--- src/rtl/sys_bus_fabric.sv ---
// Single-master address decoder and response multiplexer toward N memory-mapped slaves.
// Table-driven region map, valid/ready slave handshake, per-access timeout and sticky error capture.
module sys_bus_fabric #(
  parameter int                  N_SLV    = 4,
  parameter logic [N_SLV*32-1:0] SLV_BASE = {32'hFFFFFFFF, 32'h80000000, 32'h02000000, 32'h00002000},
  parameter logic [N_SLV*32-1:0] SLV_MASK = {32'h00000000, 32'h80000000, 32'hFFFF0000, 32'hFFFFF000},
  parameter logic [N_SLV-1:0]    SLV_EN   = 4'b0111,
  parameter int                  TIMEOUT  = 255
) (
  input  logic                clk,
  input  logic                rst_n,
  input  logic                m_valid,
  input  logic                m_write,
  input  logic [31:0]         m_addr,
  input  logic [31:0]         m_wdata,
  output logic                m_ready,
  output logic                m_err,
  output logic [31:0]         m_rdata,
  output logic [N_SLV-1:0]    s_valid,
  output logic                s_write,
  output logic [31:0]         s_addr,
  output logic [31:0]         s_wdata,
  input  logic [N_SLV-1:0]    s_ready,
  input  logic [N_SLV*32-1:0] s_rdata,
  input  logic                err_clr,
  output logic                err_flag,
  output logic [31:0]         err_addr
);

  localparam int SW = (N_SLV > 1) ? $clog2(N_SLV) : 1;
  localparam int CW = (TIMEOUT > 0) ? $clog2(TIMEOUT + 1) : 1;

  typedef enum logic [1:0] {IDLE, ACCESS, RESP} state_t;

  state_t            state_q, state_d;
  logic [SW-1:0]     sel_q, sel_d;
  logic [CW-1:0]     cnt_q, cnt_d;
  logic [N_SLV-1:0]  s_valid_q, s_valid_d;
  logic              write_q, write_d;
  logic [31:0]       addr_q, addr_d;
  logic [31:0]       wdata_q, wdata_d;
  logic              ready_q, ready_d;
  logic              err_q, err_d;
  logic [31:0]       rdata_q, rdata_d;
  logic              eflag_q, eflag_d;
  logic [31:0]       eaddr_q, eaddr_d;

  logic [N_SLV-1:0]  hit;
  logic [SW-1:0]     hit_sel;
  logic              any_hit;
  logic              sel_ready;
  logic [31:0]       sel_rdata;
  logic [CW-1:0]     cnt_inc;
  logic              timeout_hit;

  for (genvar gi = 0; gi < N_SLV; gi++) begin : g_dec
    assign hit[gi] = SLV_EN[gi] &&
                     ((m_addr & SLV_MASK[32*gi +: 32]) == SLV_BASE[32*gi +: 32]);
  end

  // Scan downward so the lowest-indexed hitting region is the one left standing.
  always_comb begin
    hit_sel = '0;
    for (int i = N_SLV - 1; i >= 0; i--) begin
      if (hit[i]) hit_sel = SW'(i);
    end
  end

  assign any_hit     = |hit;
  assign sel_ready   = s_ready[sel_q];
  assign sel_rdata   = s_rdata[32*sel_q +: 32];
  assign cnt_inc     = (cnt_q == '1) ? cnt_q : cnt_q + CW'(1);
  assign timeout_hit = (TIMEOUT != 0) && (cnt_inc == CW'(TIMEOUT));

  always_comb begin
    state_d   = state_q;
    sel_d     = sel_q;
    cnt_d     = cnt_q;
    s_valid_d = s_valid_q;
    write_d   = write_q;
    addr_d    = addr_q;
    wdata_d   = wdata_q;
    ready_d   = 1'b0;
    err_d     = 1'b0;
    rdata_d   = '0;
    eflag_d   = err_clr ? 1'b0 : eflag_q;
    eaddr_d   = eaddr_q;
    case (state_q)
      IDLE: begin
        if (m_valid) begin
          addr_d  = m_addr;
          wdata_d = m_wdata;
          write_d = m_write;
          if (any_hit) begin
            sel_d     = hit_sel;
            s_valid_d = N_SLV'(1) << hit_sel;
            cnt_d     = '0;
            state_d   = ACCESS;
          end else begin
            ready_d = 1'b1;
            err_d   = 1'b1;
            eflag_d = 1'b1;
            eaddr_d = m_addr;
            state_d = RESP;
          end
        end
      end
      ACCESS: begin
        // A ready arriving on the final allowed cycle takes precedence over the timeout.
        if (sel_ready) begin
          ready_d   = 1'b1;
          rdata_d   = write_q ? 32'h0 : sel_rdata;
          s_valid_d = '0;
          cnt_d     = '0;
          state_d   = RESP;
        end else if (timeout_hit) begin
          ready_d   = 1'b1;
          err_d     = 1'b1;
          eflag_d   = 1'b1;
          eaddr_d   = addr_q;
          s_valid_d = '0;
          cnt_d     = '0;
          state_d   = RESP;
        end else begin
          cnt_d = cnt_inc;
        end
      end
      RESP:    state_d = IDLE;
      default: state_d = IDLE;
    endcase
  end

  always_ff @(posedge clk or negedge rst_n) begin
    if (!rst_n) begin
      state_q   <= IDLE;
      sel_q     <= '0;
      cnt_q     <= '0;
      s_valid_q <= '0;
      write_q   <= 1'b0;
      addr_q    <= '0;
      wdata_q   <= '0;
      ready_q   <= 1'b0;
      err_q     <= 1'b0;
      rdata_q   <= '0;
      eflag_q   <= 1'b0;
      eaddr_q   <= '0;
    end else begin
      state_q   <= state_d;
      sel_q     <= sel_d;
      cnt_q     <= cnt_d;
      s_valid_q <= s_valid_d;
      write_q   <= write_d;
      addr_q    <= addr_d;
      wdata_q   <= wdata_d;
      ready_q   <= ready_d;
      err_q     <= err_d;
      rdata_q   <= rdata_d;
      eflag_q   <= eflag_d;
      eaddr_q   <= eaddr_d;
    end
  end

  assign m_ready  = ready_q;
  assign m_err    = err_q;
  assign m_rdata  = rdata_q;
  assign s_valid  = s_valid_q;
  assign s_write  = write_q;
  assign s_addr   = addr_q;
  assign s_wdata  = wdata_q;
  assign err_flag = eflag_q;
  assign err_addr = eaddr_q;

endmodule

--- config.mk ---
export PLATFORM = sky130hd
export DESIGN_NAME = sys_bus_fabric
export DESIGN_NICKNAME = d
export VERILOG_FILES = /design/src/rtl/sys_bus_fabric.sv
export SDC_FILE = /design/constraint.sdc
export NUM_CORES = 1
export LEC_CHECK = 0
export ABC_AREA = 0
export CORE_MARGIN = 3
export CORE_UTILIZATION = 39
export CTS_BUF_LIST = sky130_fd_sc_hd__clkbuf_2 sky130_fd_sc_hd__clkbuf_4 sky130_fd_sc_hd__clkbuf_8
export DETAILED_ROUTE_END_ITERATION = 6
export PLACE_DENSITY = 0.78
export SLEW_MARGIN = 40
export SYNTH_ARGS = -nofsm -noshare
export SYNTH_HDL_FRONTEND = slang
export SYNTH_SLANG_ARGS = --single-unit
--- constraint.sdc ---
create_clock -name clk -period 3.2 [get_ports clk]
set_input_delay 0.32 -clock clk [delete_from_list [all_inputs] [get_ports clk]]
set_output_delay 0.32 -clock clk [all_outputs]
set_load 0.005 [all_outputs]
==> out/qor.csv, run 1 <==
stage;metric;value;unit
outcome;status;complete, no violations;
power;p_per_area;603;nW/um^2
routing;firstDrtPassIters;5;
place;dpl.hpwl;16600;um
sta;timing.final.crit_period;2.67;ns
floorplanning;io_pins;337;
layout;layout_common_cells;335 x clkdlybuf4s50_1, 301 x nand2_1, 147 x dfrtp_1, 33 x mux4_2, 33 x nor2b_1;
clocking;clk_pin_slew_worst_paths;0.08;ns
power;clkPwrFrac;22.4;%
synthesis;synth_edf_count;0;
sta;rsz0062_at_grt;false;
power;power_switching;2.03;mW
sta;worst_pin_slew;0.735;ns
run;cap_violations;0;
clocking;clock_latency;0.45;ns
critical_path;startpoint_type;register;
sta;slew_headroom;51.0;%
clocking;ctsHtreeMaxLevel;4;
routing;drc;0;
floorplanning;dieWidth;140;um
layout;drive_gt1_share;10.5;%
routing;drt_iter0_drc;435;
routing;post_drt_via_cell_ratio;5.01;
routing;wire_per_inst;17.9;um
sta;finalHoldViolations;0;
layout;nNetsFinal;1220;
global_routing;grt_usage;23.2;%
clocking;tritoncts;built;
synthesis;ys_ff_latch;148;
sta;maxSlewViolCount;0;
layout;stdcell_count;1258;
synthesis;synth_cells;683;
sta;finalSetupViolations;0;
power;power.total;6.64;mW
sta;setup_tns;0;ns
power;p_int;4.61;mW
clocking;cts_made_buffers;17;
synthesis;synth_flop_cell;dfrtp_1;
floorplanning;initial_core_util;40.1;%
synthesis;netlist_area;6950;um^2
critical_path;reg2reg_setup_slack;0.53;ns
clocking;clock_sinks;148;
floorplanning;std_cell_rows;48;
place;placed_cells;1223;
routing;antenna_left;0;
power;p_comb_share;36.4;%
floorplanning;die_h;140;um
global_routing;antenna_found_initial;2;
synthesis;avgSynthCellArea;10.2;um^2
synthesis;synthDistinctLibCells;48;
sta;timing.fmax;0.374;GHz
routing;drt-total-wl;22500;um
clocking;post_cts_buffers;0;
layout;layout_commonest_cell;clkdlybuf4s50_1;
critical_path;critPathKind;reg -> reg;
sta;layout_setup_ws;0.528;ns
clocking;clock_path_buffers;2;
synthesis;async_flop_share;100;%
floorplanning;coreArea;17400;um^2
place;numPortBuffers;336;
global_routing;gr-total-overflow;0;
synthesis;seq_area_frac_synth;53.3;%
clocking;cts-resized-gates;0;
critical_path;cp.arrival;3.01;ns
power;p_leak;4.91;nW
power;seqPwrFrac;41.2;%
layout;area_delta_synth_final;58.4;%
critical_path;cp_max_fo;16;
synthesis;synth_fp_nets;885;
clocking;root_buffer;clkbuf_8;
critical_path;critPathCaptureType;register;
global_routing;grt_pass1_wl;35800;um
global_routing;grt_pass1_vias;6572;
floorplanning;die_area;19500;um^2
routing;via_count;6301;
place;dpl_worst_slack;0.236;ns
critical_path;worstPathRequired;3.53;ns
global_routing;grt_max_degree;85;
sta;finalClockSkew;0.0112;ns
sta;fin_crit_sh;83.5;%
power;max-vdd-ir-drop;0.334;mV
place;gp_congestion;0.837;
synthesis;yosys_warnings;0;
power;p_sw_share;30.5;%
hold_path;min_path_type;in -> reg;
==> worst max-delay path: stages (launching register included) <==
cell and delay, ns:
dfrtp_1 0.47, ha_1 0.34, and3_1 0.28, nand3_1 0.10, a311o_1 0.34, o21ai_4 0.27
buf_8 0.22, buf_8 0.19, mux2_2 0.34
==> state kept, by name, summed over array words and instances (netlist names) <==
name,count
err_addr,32
s_wdata,32
sel_q,2
m_rdata,32
m_ready,1
m_err,1
s_valid,4
err_flag,1
cnt_q,8
s_addr,32
state_q,2
s_write,1
==> area by class of cell <==
type / instances / area [um^2]
fillers: 1426 / 6340
flip-flops and latches: 148 / 3700
repair buffers: 358 / 3560
multi-input cells: 489 / 3050
well taps: 225 / 282
clock buffers: 21 / 270
clock inverters: 11 / 126
inverters: 4 / 15.0
diodes: 2 / 5.00
==> path summary, 6_finish.rpt <==
check | from | endpoint | cells after the start
worst max-delay path | cnt_q[1]$_DFFE_PN0P_ | err_addr[1]$_DFFE_PN0P_ | 8
min in group asynchronous | rst_n | m_rdata[25]$_DFF_PN0_ | 2
worst max register to register | cnt_q[1]$_DFFE_PN0P_ | err_addr[1]$_DFFE_PN0P_ | 8
max in group asynchronous | rst_n | s_addr[1]$_DFFE_PN0P_ | 3
worst min-delay path | m_wdata[20] | s_wdata[20]$_DFFE_PN0P_ | 3
worst min register to register | s_wdata[1]$_DFFE_PN0P_ | s_wdata[1]$_DFFE_PN0P_ | 2
==> power groups by stage <==
stage	Combinational, mW	Sequential, mW	Clock, mW
2_1_floorplan	0.756	2.76	0
3_3_place_gp	2.38	2.74	0
3_5_place_dp	2.44	2.77	0
4_1_cts	2.45	2.73	1.53
5_1_grt	2.63	2.81	1.60
6_report	2.42	2.73	1.49
==> Yosys cell counts, types with 4 or more instances <==
| master | number | area, um^2 |
|---|---|---|
| buf_2 | 5 | 25.0 |
| nand2_1 | 301 | 1130 |
| nor4_1 | 7 | 43.8 |
| mux2_2 | 11 | 124 |
| clkbuf_1 | 31 | 116 |
| a21oi_1 | 9 | 45.0 |
| and3_1 | 4 | 25.0 |
| o21ai_0 | 7 | 35.0 |
| mux2_1 | 21 | 236 |
| nor2b_1 | 34 | 213 |
| and2_1 | 6 | 37.5 |
| buf_6 | 4 | 45.0 |
| nor2_1 | 8 | 30.0 |
| dfrtp_1 | 148 | 3700 |
| mux4_2 | 33 | 743 |
| inv_1 | 4 | 15.0 |
==> repair_timing <==
| item | in CTS | in global routing |
|---|---|---|
| endpoints found under the hold margin | 81 | 0 |
| hold buffers | 1 | 0 |
| endpoints found under the setup margin | 0 | 0 |
==> layer usage <==
metal  track usage [%]  wire [um]
met4              8.60        599
met2              39.0      11300
met5                 0          0
met1              28.1       8870
met3              7.22       1750
==> cell families (layout without fill, tap and decap cells) <==
group           Yosys count  in the layout  synth area share, %
compound gates           44             44                 4.46
flops                   148            148                 53.3
xor+xnor                  1              1                0.126
simple gates            378            378                 23.1
other cells               0              2                    0
fa+ha+maj                 1              1                0.180
mux                      65             65                 15.9
buf+inv                  46            394                 3.02
==> metrics by stage <==
step | utilization, % | cell area (um^2) | hold slack [ns]
2_1_floorplan | - | 6950 | 0.0244
3_3_place_gp | 60.9 | 10600 | 0.433
3_5_place_dp | 61.1 | 10600 | 0.437
4_1_cts | 63.4 | 11000 | 0.349
5_1_grt | 63.5 | 11000 | 0.360
6_report | 63.5 | 11000 | 0.388
(Power assumes the default switching activity.)
==> inputs of run 2 (changes only) <==
--- a/config.mk
+++ b/config.mk
@@ -7,10 +7,10 @@
 export LEC_CHECK = 0
 export ABC_AREA = 0
 export CORE_MARGIN = 3
-export CORE_UTILIZATION = 39
+export CORE_UTILIZATION = 38
 export CTS_BUF_LIST = sky130_fd_sc_hd__clkbuf_2 sky130_fd_sc_hd__clkbuf_4 sky130_fd_sc_hd__clkbuf_8
 export DETAILED_ROUTE_END_ITERATION = 6
-export PLACE_DENSITY = 0.78
+export PLACE_DENSITY = 0.79
 export SLEW_MARGIN = 40
 export SYNTH_ARGS = -nofsm -noshare
 export SYNTH_HDL_FRONTEND = slang
==> constraint.sdc (replaced) <==
create_clock -name clk -period 2.15 [get_ports clk]
set_input_delay 0.215 -clock clk [delete_from_list [all_inputs] [get_ports clk]]
set_output_delay 0.215 -clock clk [all_outputs]
set_load 0.005 [all_outputs]
==> out/qor.csv, run 2 (synthesized netlist as in run 1, its figures left out) <==
stage;metric;value;unit
clocking;clock_path_buffers;2;
layout;postLayoutCoreUtil;66.3;%
place;gp_congestion;0.895;
clocking;root_buffer;clkbuf_8;
sta;worst_pin_slew;0.756;ns
global_routing;grt_pass1_vias;6914;
floorplanning;dieWidth;141;um
run;cap_violations;0;
critical_path;cp_max_fo;6;
critical_path;timing.rr.start;cnt_q[1]$_DFFE_PN0P_;
routing;firstDrtPassIters;4;
floorplanning;initial_core_util;39.5;%
critical_path;critPathCaptureType;register;
routing;wire_per_inst;18.9;um
clocking;clk_pin_slew_worst_paths;0.08;ns
sta;finalHoldViolations;0;
routing;post_drt_via_cell_ratio;5.07;
clocking;clock_sinks;148;
global_routing;grt_usage;24.5;%
clocking;tritoncts;built;
power;p_leak;5.26;nW
routing;drt_iter0_drc;377;
critical_path;critPathKind;reg -> reg;
global_routing;antenna_found_initial;4;
place;placed_cells;1258;
critical_path;r2r_end;err_addr[6]$_DFFE_PN0P_;
sta;fin_crit_sh;105;%
floorplanning;die_h;141;um
layout;nNetsFinal;1265;
layout;fillCellCount;1364;
sta;finalSetupViolations;34;
global_routing;gr-total-overflow;0;
floorplanning;io_pins;337;
layout;area_delta_synth_final;67.9;%
sta;timing.fmax;0.445;GHz
global_routing;grt_pass1_wl;38000;um
critical_path;startpoint;cnt_q[1]$_DFFE_PN0P_;
critical_path;crit_path_end;err_addr[6]$_DFFE_PN0P_;
layout;drive_gt1_share;17.4;%
routing;antenna_left;0;
critical_path;cp.arrival;2.57;ns
clocking;cts_made_buffers;17;
critical_path;reg2reg_depth;8;
layout;layout_common_cells;335 x clkdlybuf4s50_1, 301 x nand2_1, 144 x dfrtp_1, 51 x buf_4;
place;dpl.hpwl;17800;um
critical_path;reg2reg_setup_slack;-0.1;ns
critical_path;worstPathRequired;2.47;ns
layout;layout_commonest_cell;clkdlybuf4s50_1;
outcome;violations;setup timing;
routing;via_count;6614;
sta;finalClockSkew;0.00939;ns
layout;stdcell_count;1305;
place;numPortBuffers;336;
floorplanning;die_area;20000;um^2
sta;timing.final.crit_period;2.25;ns
power;max-vdd-ir-drop;0.544;mV
critical_path;startpoint_type;register;
power;p_per_area;877;nW/um^2
routing;drc;0;
sta;slew_headroom;49.6;%
floorplanning;coreArea;17600;um^2
hold_path;min_path_type;in -> async;
routing;drt-total-wl;24600;um
clocking;ctsHtreeMaxLevel;4;
outcome;status;finished, violations left;
sta;layout_setup_ws;-0.0972;ns
sta;rsz0062_at_grt;true;
sta;maxSlewViolCount;0;
global_routing;grt_max_degree;67;
floorplanning;std_cell_rows;48;
clocking;clock_latency;0.44;ns
[run 2: timing repair]
action / 4_1_cts / 5_1_grt
gates cloned: 4 / 1
buffers inserted: 4 / 2
endpoints found under the hold margin: 50 / 0
pin swaps: 4 / 5
hold buffers: 1 / 0
endpoints found under the setup margin: 43 / 43
resized for setup: 42 / 16
[run 2: per-stage QoR]
| stage | setup TNS (ns) | total power [mW] | cell area [um^2] | hold WS, ns | setup slack, ns |
|---|---|---|---|---|---|
| after detailed placement | -18.63 | 7.85 | 10900 | 0.219 | -0.469 |
| after global routing | -4.50 | 10.8 | 11700 | 0.276 | -0.146 |
| after floorplan | 0 | 5.25 | 6970 | -0.0806 | 0.00149 |
| after CTS | -3.20 | 10.2 | 11600 | 0.257 | -0.114 |
| final | -2.63 | 10.2 | 11700 | 0.296 | -0.0972 |
| after global placement | -16.44 | 7.74 | 10900 | 0.215 | -0.408 |
[run 2: area by class of cell]
| cell class | instances | area, um^2 | share of cell area (%) |
|---|---|---|---|
| multi-input combinational | 489 | 3240 | 27.7 |
| sequential | 148 | 3710 | 31.8 |
| timing repair buffer | 403 | 4050 | 34.7 |
| antenna | 4 | 10.0 | 0.0857 |
| inverter | 4 | 15.0 | 0.129 |
| clock buffer | 20 | 263 | 2.25 |
| tap | 225 | 282 | 2.41 |
| clock inverter | 12 | 108 | 0.922 |
[run 2: worst max-delay path, cell delays in order, from the launching register on]
cell	delay (ns)
dfrtp_1	0.43
ha_4	0.20
a21oi_2	0.13
nand4_1	0.12
a311o_2	0.45
o21ai_4	0.19
buf_12	0.16
buf_12	0.14
mux2_4	0.30
[run 2: routing by layer]
metal	vias up	part of all wire (%)	GRT usage [%]
met5	-	0	0
li1	3044	-	-
met3	52	8.7	8.39
met1	3218	35	27.7
met2	300	53	42.5
met4	0	3.3	9.54
[run 2: report_power, final]
part,total [mW],internal (mW),switching [mW]
clock network,2.07,0.968,1.10
logic,4.07,2.56,1.51
registers,4.11,3.57,0.531
total,10.2,7.10,3.14
[run 2: worst min-delay path by stage]
stage	from	to	slack [ns]
after floorplan	rst_n	cnt_q[0]$_DFFE_PN0P_	-0.08
after detailed placement	rst_n	s_addr[12]$_DFFE_PN0P_	0.22
after CTS	m_wdata[6]	s_wdata[6]$_DFFE_PN0P_	0.26
after global placement	rst_n	s_addr[12]$_DFFE_PN0P_	0.22
final	rst_n	s_addr[12]$_DFFE_PN0P_	0.30
after global routing	m_wdata[24]	s_wdata[24]$_DFFE_PN0P_	0.28
==> RTL change 1, RTL diff (flow settings as in run 2) <==
The output `m_err` loses its register stage (`err_q` becomes a continuous assignment).
--- a/src/rtl/sys_bus_fabric.sv
+++ b/src/rtl/sys_bus_fabric.sv
@@ -140,7 +140,6 @@
       addr_q    <= '0;
       wdata_q   <= '0;
       ready_q   <= 1'b0;
-      err_q     <= 1'b0;
       rdata_q   <= '0;
       eflag_q   <= 1'b0;
       eaddr_q   <= '0;
@@ -153,12 +152,13 @@
       addr_q    <= addr_d;
       wdata_q   <= wdata_d;
       ready_q   <= ready_d;
-      err_q     <= err_d;
       rdata_q   <= rdata_d;
       eflag_q   <= eflag_d;
       eaddr_q   <= eaddr_d;
     end
   end
+
+  assign err_q = err_d;
 
   assign m_ready  = ready_q;
   assign m_err    = err_q;
Function: changed (Yosys sat finds a counterexample within 4 cycles, from zero or initial values and one cycle with rst_n low).
==> RTL change 1 against run 2 <==
- the run still ends with setup timing left
- synthesized area shrank 0.36%
- design area decreased by 1.2%
- clock skew grew 1.7 ps
- non-clock buffer count rose by 1
- sequential cell count fell by 1
- wire length decreased by 5.5%
- power shrank 1.2%
- hold slack improved by 11 ps
- critical path depth is 2 lower
- fmax down 1.7%
- cell count down 0.15%
- combinational power is 8.6% lower
- worst setup slack got worse by 39 ps
==> RTL change 1: results (changes against run 2) <==
stage	metric	value	unit	change
synthesis	top cells by area, synth	dfrtp_1, nand2_1, mux4_2		
finish	share of cells above drive strength 1	15.7	%	-1.7 points
placed_design	I/O Buffers	336		unchanged
synthesis	Synth Net Count	884		-0.11%
setup_path	slowest CP cell	dfrtp_1		
setup_path	arrival time of the worst setup path	2070	ps	-500 ps
synthesis	Synth top cells by count	nand2_1, dfrtp_1, nor2b_1, mux4_2, clkbuf_1		
sta	Final WS setup	-136	ps	-39.2 ps
synthesis	warnings from Yosys	0		unchanged
sta	setup_tns	-3770	ps	-1150 ps
clocking	clock root buffer master	clkbuf_8		
synthesis	post-synthesis async set-or-reset flop share	100	%	unchanged
power_and_ir_drop	Pleak	5.18	nW	-1.4%
setup_path	CP max FO	7		+1
grt	GRT Util Overall	23.4	%	-1.0 points
sta	Clock Skew	11.1	ps	+1.73 ps
power_and_ir_drop	Max rail drop VDD	0.653	mV	+20%
synthesis	prevailing post-synth register cell	dfrtp_1		
synthesis	sequential area share after synthesis	53.1	%	-0.17 points
setup_path	r2r setup slk	-120	ps	-20 ps
grt	initial antenna violation count	2		-2
clocking	Clk Latency, worst-skew pair	430	ps	
finish	Final #Nets	1265		unchanged
placed_design	Placed Area	10900	um2	-0.11%
setup_path	cell family with most CP delay	compound AO/OA/AOI/OAI gates		
synthesis	post-synthesis cell type count	48		unchanged
routing	vias per inst	4.98		-1.7%
setup_path	largest stage delay on the critical path	450	ps	about the same
sta	slew at the pin closest to its max-slew limit	760	ps	+3.16 ps
clocking	Clock Path Buffers	2		unchanged
worst_hold_path	Hold Crit Class	in -> async		
placed_design	RD Place Congestion	0.855		-4.4%
clocking	CTS clk-pin slew, worst paths	80	ps	about the same
routing	Pre-antenna DRT Iters	4		unchanged
clocking	cts bufs inserted	17		unchanged
finish	Fill cells	1383		+1.4%
outcome	failing checks	setup timing		
placed_design	worst slack at placement	-360	ps	+109 ps
grt	pin count of the biggest net entering global routing	67		unchanged
routing	final wirelength	23.3	mm	-5.5%
placed_design	DPL Wire Length	17.7	mm	-0.94%
outcome	run status	finished, violations left		
routing	drt first-iter violations	324		-14%
sta	Setup-failing EPs final	34		unchanged
grt	vias in the first global route	6718		-2.8%
clocking	H-tree depth	4		unchanged
grt	first-pass GRT wire length	36.6	mm	-3.7%
RTL change 1: worst register-to-register path, delay by kind of cell, from the launching register on:
| family | cells | cell delay [ps] |
|---|---|---|
| buf+inv | 2 | 320 |
| fa+ha+maj | 1 | 210 |
| mux | 1 | 350 |
| flops | 1 | 450 |
| compound gates | 2 | 570 |
| simple gates | 2 | 270 |
RTL change 1: where the power goes:
group	switching, mW	total, mW	internal [mW]
combinational	1.42	3.72	2.30
clock	1.08	2.34	1.26
sequential	0.509	4.06	3.55
RTL change 1: metal layers:
layer / GRT usage, % / vias to the layer above / wire (um)
met4: 7.50 / 0 / 571
met1: 27.9 / 3139 / 8730
met3: 6.28 / 31 / 1740
li1: - / 3042 / -
met5: 0 / - / 0
met2: 41.4 / 277 / 12300
RTL change 1: cells by family after synthesis:
group | Yosys count | share of synthesized area (%)
compound gates | 44 | 4.48
mux | 65 | 15.9
xor+xnor | 1 | 0.126
simple gates | 378 | 23.2
buf+inv | 46 | 3.03
fa+ha+maj | 1 | 0.181
flops | 147 | 53.1
RTL change 1: repair_timing:
| item | 4_1_cts | 5_1_grt |
|---|---|---|
| setup endpoints to repair | 40 | 44 |
| hold endpoints to repair | 52 | 0 |
| gates resized for setup | 12 | 19 |
| pin swaps | 3 | 11 |
| cloned | 0 | 1 |
| hold buffers | 1 | 0 |
| setup buffers | 3 | 6 |
RTL change 1: final cells by class:
class / instances / share of cell area, %
multi-input cells: 489 / 27.3
clock buffers: 21 / 2.45
well taps: 225 / 2.44
clock inverters: 11 / 1.30
flip-flops and latches: 147 / 31.9
diodes: 2 / 0.0434
inverters: 4 / 0.130
repair buffers: 404 / 34.5
RTL change 1: per-stage QoR:
step | cells | hold WS (ps) | power, mW | util [%]
final | 1303 | 307 | 10.1 | 65.6
after global routing | 1303 | 276 | 10.7 | 65.6
after CTS | 1294 | 277 | 10.2 | 64.8
after detailed placement | 1258 | 211 | 7.81 | 62.0
after global placement | 1258 | 209 | 7.71 | 61.9
after floorplan | 682 | -80.6 | 5.23 | -
RTL change 1: worst paths after layout:
kind / start / endpoint / depth (start not counted)
worst min register to register: s_wdata[1] / s_wdata[1] / 2
min in group clk: m_wdata[4] / s_wdata[4] / 3
worst max-delay path: cnt_q[1] / m_err / 6
worst max register to register: cnt_q[1] / err_addr[24] / 8
max in group asynchronous: rst_n / s_addr[8] / 3
worst min-delay path: rst_n / m_rdata[21] / 2
==> RTL change 2, RTL diff (settings of run 2) <==
Made on the original files. The parameter `TIMEOUT` goes from 255 to 510.
--- a/src/rtl/sys_bus_fabric.sv
+++ b/src/rtl/sys_bus_fabric.sv
@@ -5,7 +5,7 @@
   parameter logic [N_SLV*32-1:0] SLV_BASE = {32'hFFFFFFFF, 32'h80000000, 32'h02000000, 32'h00002000},
   parameter logic [N_SLV*32-1:0] SLV_MASK = {32'h00000000, 32'h80000000, 32'hFFFF0000, 32'hFFFFF000},
   parameter logic [N_SLV-1:0]    SLV_EN   = 4'b0111,
-  parameter int                  TIMEOUT  = 255
+  parameter int                  TIMEOUT  = 510
 ) (
   input  logic                clk,
   input  logic                rst_n,
Formal check against the unedited RTL: same outputs for any inputs over 4 cycles, from zero or initial values and one cycle with rst_n low; that may be too few to reach the edited logic, so the function may still have changed.
==> RTL change 2 against run 2 <==
- synthesized area decreased by 0.68%
- design area decreased by 3.3%
- worst setup slack improved by 110 ps
- wire length decreased by 7.3%
- largest cell class unchanged
- largest power group unchanged
- sequential cell count increased by 1
- clock power increased by 3%
- combinational power decreased by 13%
- utilization decreased by 2.0 points
- power decreased by 5.1%
==> RTL change 2: results (changes against run 2) <==
stage	metric	value	unit	change
outcome	run status	finished clean		
sta	slew at the pin closest to its max-slew limit	623	ps	-134 ps
synthesis	sequential area share after synthesis	54.0	%	+0.73 points
grt	pin count of the biggest net entering global routing	66		-1.5%
grt	first-pass GRT wire length	34.9	mm	-8.0%
grt	GRT Util Overall	22.5	%	-2.0 points
power_and_ir_drop	Max rail drop VDD	0.525	mV	-3.6%
synthesis	Synth top cells by count	nand2_1, dfrtp_1, nor2b_1, mux2i_1, mux4_2		
grt	initial antenna violation count	0		-4
finish	Fill cells	1424		+4.4%
synthesis	Adder-Cell Fraction of Synth Area	0.181	%	+0.0012 points
routing	Pre-antenna DRT Iters	7		+3
setup_path	worst r2r path cells	9		+1
setup_path	CP max FO	9		+3
placed_design	DPL Wire Length	17.3	mm	-2.9%
synthesis	mux contribution to synthesized area	15.5	%	-0.33 points
setup_path	slowest CP cell	dfrtp_1		
clocking	post-CTS setup buffers	0		-4
finish	FF/Latch Area	3730	um2	+0.57%
finish	nonclk buf count	386		-4.2%
sta	Setup-failing EPs final	0		-100%
synthesis	compound-cell area share of the yosys netlist	6.70	%	+2.2 points
synthesis	Synth Area in XOR/XNOR	0.127	%	+0.00087 points
grt	vias in the first global route	6378		-7.8%
finish	clkbuf count	19		-5.0%
finish	Final #Nets	1222		-3.4%
finish	Clock-cell share	3.39	%	+0.22 points
RTL change 2: changes by cell type in the layout (fill, tap and decap cells not counted), moves of 4 or more:
cell     change
and2_1       -4
mux2_4      -32
o21ai_2      +6
o21ai_1     +26
o21ai_0      +4
nand2_1     -61
buf_4       -12
diode_2      -4
nand3_1      +6
dfrtp_1      +4
mux2i_1     +33
RTL change 2: per-layer routing:
layer	global-route usage, %	up-vias	wire length, um
met4	5.41	0	428
met1	28.9	3062	9170
met5	0	-	0
met3	6.55	29	1950
li1	-	2952	-
met2	37.7	277	11300
RTL change 2: kinds of logic after synthesis:
kind of cell	Yosys count
AO/OA/AOI/OAI	75
AND/OR/NAND/NOR	320
adder cells (fa/ha/maj)	1
flip-flops	149
multiplexers	66
XOR/XNOR	1
buffers and inverters	47
RTL change 2: power by group:
part | internal, mW | switching (mW)
clock | 1.07 | 1.07
sequential | 3.54 | 0.474
combinational | 2.14 | 1.42
total | 6.75 | 2.96
RTL change 2: worst max-delay path, delay by kind of cell, from the launching register on:
kind | cells | cell delay [ps]
AO/OA/AOI/OAI | 4 | 700
buffers and inverters | 4 | 660
flip-flops | 1 | 470
AND/OR/NAND/NOR | 1 | 180
RTL change 2: per-stage QoR:
| stage | util (%) | instances | area, um2 | hold WS, ps | setup slack, ps |
|---|---|---|---|---|---|
| final | 64.4 | 1256 | 11300 | 288 | 9.80 |
| after global routing | 64.4 | 1256 | 11300 | 285 | -64.6 |
| after CTS | 63.6 | 1249 | 11100 | 268 | 20.3 |
| after detailed placement | 61.3 | 1218 | 10800 | 218 | -273 |
| after global placement | 61.3 | 1218 | 10800 | 216 | -198 |
| after floorplan | - | 659 | 6920 | -80.6 | 9.94 |
